`config.mk`:
```
export PLATFORM = sky130hd
export DESIGN_NAME = barrel_shifter_pipe_flat
export DESIGN_NICKNAME = d
export VERILOG_FILES = /design/src/rtl/barrel_shifter_pipe_if.sv /design/src/rtl/barrel_shifter_pipe.sv /design/src/flat_wrapper.sv
export SDC_FILE = /design/constraint.sdc
export NUM_CORES = 1
export LEC_CHECK = 0
export CAP_MARGIN = 20
export CELL_PAD_IN_SITES_DETAIL_PLACEMENT = 0
export CELL_PAD_IN_SITES_GLOBAL_PLACEMENT = 2
export CORE_MARGIN = 2
export CORE_UTILIZATION = 29
export CTS_CLUSTER_DIAMETER = 60
export DETAILED_ROUTE_END_ITERATION = 6
export PLACE_DENSITY = 0.87
export SLEW_MARGIN = 30
export SYNTH_ARGS = -nofsm -noshare
export SYNTH_HDL_FRONTEND = slang
export SYNTH_SLANG_ARGS = --single-unit
```
`constraint.sdc`:
```
create_clock -name clk -period 1.1 [get_ports clk]
set_input_delay 0.165 -clock clk [delete_from_list [all_inputs] [get_ports clk]]
set_output_delay 0.165 -clock clk [all_outputs]
set_load 0.05 [all_outputs]
```
`src/rtl/barrel_shifter_pipe_if.sv`:
```
// Streaming handshake bundle for the pipelined barrel shifter.
// The master drives operands and accepts results; the slave is the shifter.
interface barrel_shifter_pipe_if #(
    parameter int  WIDTH = 8,
    localparam int SHW   = $clog2(WIDTH)
);
    logic             in_valid;
    logic             in_ready;
    logic [WIDTH-1:0] data_in;
    logic [SHW-1:0]   shift_amount;
    logic             direction;
    logic [1:0]       mode;
    logic             out_valid;
    logic             out_ready;
    logic [WIDTH-1:0] data_out;

    modport master (
        output in_valid, data_in, shift_amount, direction, mode, out_ready,
        input  in_ready, out_valid, data_out
    );

    modport slave (
        input  in_valid, data_in, shift_amount, direction, mode, out_ready,
        output in_ready, out_valid, data_out
    );
endinterface

```
`src/rtl/barrel_shifter_pipe.sv`:
```
// Pipelined barrel shifter: logical / arithmetic / rotate, left or right.
// Stage k applies a shift of 2^k when bit k of the shift amount is set, so
// a WIDTH-bit word needs SHW = log2(WIDTH) registered stages. The whole
// pipe advances in lockstep and stalls as a unit under backpressure.
module barrel_shifter_pipe #(
    parameter int  WIDTH = 8,
    localparam int SHW   = $clog2(WIDTH)
) (
    input logic                 clk,
    input logic                 rst,
    barrel_shifter_pipe_if.slave bus
);
    // Per-beat control carried down the pipe alongside the data. The sign is
    // latched from the original operand so arithmetic right shifts fill with it.
    typedef struct packed {
        logic       dir;
        logic [1:0] mode;
        logic       sign;
    } ctrl_t;

    logic           adv;
    logic [SHW:0]   vld_pipe;

    assign vld_pipe[0]   = bus.in_valid;
    assign adv           = !vld_pipe[SHW] || bus.out_ready;
    assign bus.in_ready  = adv;
    assign bus.out_valid = vld_pipe[SHW];

    // One power-of-two step. Mode 11 and arithmetic-left fall through to logical.
    function automatic logic [WIDTH-1:0] shift_stage(
        input logic [WIDTH-1:0] d,
        input int               n,
        input ctrl_t            c
    );
        logic [WIDTH-1:0] fill;
        fill = (c.dir && c.mode == 2'b01 && c.sign) ? ~({WIDTH{1'b1}} >> n) : '0;
        if (c.mode == 2'b10)
            return c.dir ? ((d >> n) | (d << (WIDTH - n))) : ((d << n) | (d >> (WIDTH - n)));
        return c.dir ? ((d >> n) | fill) : (d << n);
    endfunction

    for (genvar k = 0; k < SHW; k++) begin : g_stage
        logic [WIDTH-1:0] d_in;
        logic [WIDTH-1:0] d_q;
        logic [SHW-1:k]   amt_in;
        ctrl_t            c_in;
        logic             vld_q;

        if (k == 0) begin : g_src
            assign d_in   = bus.data_in;
            assign amt_in = bus.shift_amount;
            assign c_in   = '{dir: bus.direction, mode: bus.mode, sign: bus.data_in[WIDTH-1]};
        end else begin : g_src
            assign d_in   = g_stage[k-1].d_q;
            assign amt_in = g_stage[k-1].g_fwd.amt_q;
            assign c_in   = g_stage[k-1].g_fwd.c_q;
        end

        // Data and valid advance together; bubbles move like real beats.
        always_ff @(posedge clk) begin
            if (rst) begin
                d_q   <= '0;
                vld_q <= 1'b0;
            end else if (adv) begin
                vld_q <= vld_pipe[k];
                d_q   <= amt_in[k] ? shift_stage(d_in, 1 << k, c_in) : d_in;
            end
        end

        assign vld_pipe[k+1] = vld_q;

        // Only the shift bits still to be applied travel on; the last stage
        // has no consumer for its control, so it keeps none.
        if (k < SHW - 1) begin : g_fwd
            logic [SHW-1:k+1] amt_q;
            ctrl_t            c_q;

            // Control advances in lockstep with the data register above.
            always_ff @(posedge clk) begin
                if (rst) begin
                    amt_q <= '0;
                    c_q   <= '0;
                end else if (adv) begin
                    amt_q <= amt_in[SHW-1:k+1];
                    c_q   <= c_in;
                end
            end
        end
    end

    assign bus.data_out = g_stage[SHW-1].d_q;

endmodule

```
`src/flat_wrapper.sv`:
```
// flat-port wrapper written by rule: the top's interface ports become plain ports
module barrel_shifter_pipe_flat 
#(
    parameter int  WIDTH = 8,
    localparam int SHW   = $clog2(WIDTH)
)
  (clk, rst, bus_in_valid, bus_data_in, bus_shift_amount, bus_direction, bus_mode, bus_out_ready, bus_in_ready, bus_out_valid, bus_data_out);
  barrel_shifter_pipe_if #(.WIDTH(WIDTH)) bus_i ();
  input logic clk;
  input logic rst;
  input wire logic [$bits(bus_i.in_valid)-1:0] bus_in_valid;
  input wire logic [$bits(bus_i.data_in)-1:0] bus_data_in;
  input wire logic [$bits(bus_i.shift_amount)-1:0] bus_shift_amount;
  input wire logic [$bits(bus_i.direction)-1:0] bus_direction;
  input wire logic [$bits(bus_i.mode)-1:0] bus_mode;
  input wire logic [$bits(bus_i.out_ready)-1:0] bus_out_ready;
  output wire logic [$bits(bus_i.in_ready)-1:0] bus_in_ready;
  output wire logic [$bits(bus_i.out_valid)-1:0] bus_out_valid;
  output wire logic [$bits(bus_i.data_out)-1:0] bus_data_out;
  assign bus_i.in_valid = bus_in_valid;
  assign bus_i.data_in = bus_data_in;
  assign bus_i.shift_amount = bus_shift_amount;
  assign bus_i.direction = bus_direction;
  assign bus_i.mode = bus_mode;
  assign bus_i.out_ready = bus_out_ready;
  assign bus_in_ready = bus_i.in_ready;
  assign bus_out_valid = bus_i.out_valid;
  assign bus_data_out = bus_i.data_out;
  barrel_shifter_pipe #(.WIDTH(WIDTH)) u_core (.clk(clk), .rst(rst), .bus(bus_i));
endmodule
```
==> results.md <==
- Status: finished with violations
- Failing checks: setup timing
- Minimum clock period: 1370 ps
- Setup Viol. Count Final: 36
- Placed insts: 343
- Post-DP HPWL: 3.25 mm
- IO Pins: 28
- Detail Route Antenna Nets: 0
- Vias in the first global route: 1,710
- Util after Layout: 0.446
- Post-route insts no fill: 357
- Critical Path Max Stage Delay: 350 ps
- GR Overflow Total: 0
- Syn_area_per_cell: 8.39 sq um
- CTS Buffer Depth: 2
- Clk slew on worst S/H paths: 70 ps
- Final worst slack: -273 ps
- Most common cell after layout, fill and taps aside: nand2_1
- Ranking of synthesized cells by area: dfxtp_1, nand2_1, a21oi_1
- Starting DRT DRC Count: 61
- Setup Crit Path Kind: register to output port
- H-tree levels: 2
- CP cell instances: nor2b_4, inv_2, buf_12, buf_6, buf_8
- Total GRT Usage: 0.139
- Max-Cap Viols: 0
- Final net count: 297
- Slew Limit Fails: 0
- FP Rows: 29
- Synth Cell Area: 1870 sq um
- Synth Register Bits: 38
- CP Launch Type: register
- Skew-Pair Late Insertion Delay: 290 ps
- Worst hold path type: input pin to register
- Hold slack: 326 ps
- Die H: 84.3 um
- Final Instance Area: 2800 sq um
- Cts hold-fix bufs: 0
- CP required: 940 ps
- CTS buffer count: 5
- Sequential fraction of the synthesis area: 0.407
- Clk root buf: clkbuf_8
- Drt total wl: 4.55 mm
- Peak VDD IR: 0.473 mV
- Die width: 84.3 um
- Ys Warns: 0
- Diodes inserted: 0
- First-pass GRT wire length: 8.09 mm
- RSZ-0062 raised after global routing: true
- Post-synth top area share: 0.407
- Layout fillers: 625
- Most frequent cells in the layout: nand2_1, dfxtp_1, buf_4, a21oi_1, nor2_1
- Drt pass-1 iters: 4
- Die area: 7110 sq um
- Worst setup EP type: output port
- Crit-path max FO: 2
- Power, Total: 3.41 mW
- Fin. Hold Viols: 0
- Final worst path period share: 1.25
- Core area: 6280 sq um
- Cell taking the most area after synthesis: dfxtp_1
- Area delta synth->final: 49.7%
- Crit path max-delay cell type: dfxtp_4
- Via Count: 1,781
- DR WL/cell: 12.8 um
- Drt via density: 4.99
- Initial core utilization: 0.298
- Max Freq: 728 MHz
- Mapped Nets: 241
- Worst slew margin: 0.726
- Arr. time, crit path: 1210 ps
- Initial antenna violation count: 0
- Largest net degree at the start of global routing: 18
- DRC Markers: 0
- Syn Inst Count: 223
- TritonCTS clock tree: done
- Pleak: 1.11 nW
- Worst Tran Pin Value: 411 ps
- Placed cell areas: 2550 sq um
- Routability cong.: 0.735
- CTS sink count: 38
- Unique cell type count in the Yosys netlist: 28
- IO buf count: 27
- Share of layout cells above drive strength 1: 0.293
- Worst Clk Skew: 3.39 ps
- PwrDens: 1220 nW/um^2
-- cell type report --
class	instances	area, sq um	share of cell area
multi-input combinational	165	1070	0.382
sequential	38	773	0.276
timing repair buffer	67	746	0.266
tap	77	96.3	0.0344
clock inverter	1	30.0	0.0107
inverter	2	7.51	0.00268
clock buffer	7	76.3	0.0273
-- cell families (layout without fill, tap and decap cells) --
| group | after synthesis | after routing | synth area share |
|---|---|---|---|
| AO/OA/AOI/OAI | 66 | 66 | 0.255 |
| buffers and inverters | 20 | 77 | 0.0548 |
| flip-flops | 38 | 38 | 0.407 |
| AND/OR/NAND/NOR | 88 | 88 | 0.225 |
| multiplexers | 11 | 11 | 0.0589 |
-- per-stage QoR --
| step | worst slack (ps) | TNS (ps) |
|---|---|---|
| final | -273 | -4780 |
| after global routing | -313 | -6840 |
| after CTS | -290 | -5120 |
| after detailed placement | -396 | -12430 |
| after global placement | -382 | -11990 |
| after floorplan | -130 | -1940 |
-- critical path: cells and delay by family (launching register included) --
family,cells,cell delay [ps]
flops,1,350
simple gates,1,140
buf+inv,4,430
-- cell usage after synthesis --
library cell  instances
a211o_1              10
a21oi_1              26
a221oi_2              4
a311o_1               3
a311oi_1              5
a31o_2                1
and2b_1               1
and4b_1               3
buf_2                 7
buf_4                 3
buf_6                 1
clkbuf_1              7
dfxtp_1              38
inv_1                 1
inv_2                 1
mux2i_1              11
nand2_1              47
nand2b_1              4
nand3b_1              4
nand4bb_1             3
nor2_1               20
nor2b_1               3
nor4b_1               2
o211ai_1              4
o21ai_0              10
o311a_4               1
o31ai_1               2
or2_2                 1
-- report_power, final --
part,switching (mW),internal [mW]
sequential,0.0917,1.47
combinational,0.305,0.376
clock,0.491,0.679
total,0.888,2.52
-- worst paths after layout --
path              slack, ps  depth (start not counted)                        endpoint               startpoint
setup / recovery       -270                          5                    bus_in_ready     u_core.bus.out_valid
hold / removal          330                          4  u_core.g_stage[0].g_fwd.c_q[3]            bus_direction
setup reg to reg       -250                          6        u_core.g_stage[0].d_q[3]     u_core.bus.out_valid
hold reg to reg         460                          2         u_core.g_stage[1].vld_q  u_core.g_stage[0].vld_q
-- per-layer routing --
| metal | wire, um | vias to the layer above | part of all wire | global-route usage |
|---|---|---|---|---|
| met2 | 2210 | 38 | 0.49 | 0.239 |
| met4 | 54 | 0 | 0.012 | 0.0396 |
| li1 | - | 911 | - | - |
| met1 | 2110 | 825 | 0.46 | 0.174 |
| met3 | 172 | 7 | 0.038 | 0.0324 |
| met5 | 0 | - | 0 | 0 |
-- flip-flops by register name (all words and copies together), names as in the netlist --
signal	flops
u_core.g_stage.vld_q	2
u_core.g_stage.g_fwd.c_q	8
u_core.g_stage.d_q	16
u_core.bus.out_valid	1
u_core.g_stage.g_fwd.amt_q	3
u_core.bus.data_out	8
-- what timing repair did --
| item | 4_1_cts | 5_1_grt |
|---|---|---|
| gates cloned | 1 | 0 |
| setup endpoints to repair | 36 | 38 |
| endpoints found under the hold margin | 0 | 0 |
| setup buffers | 5 | 1 |
| gates resized for setup | 15 | 13 |
| pin swaps | 0 | 10 |
Note: power is estimated with default switching activity, not from simulation.
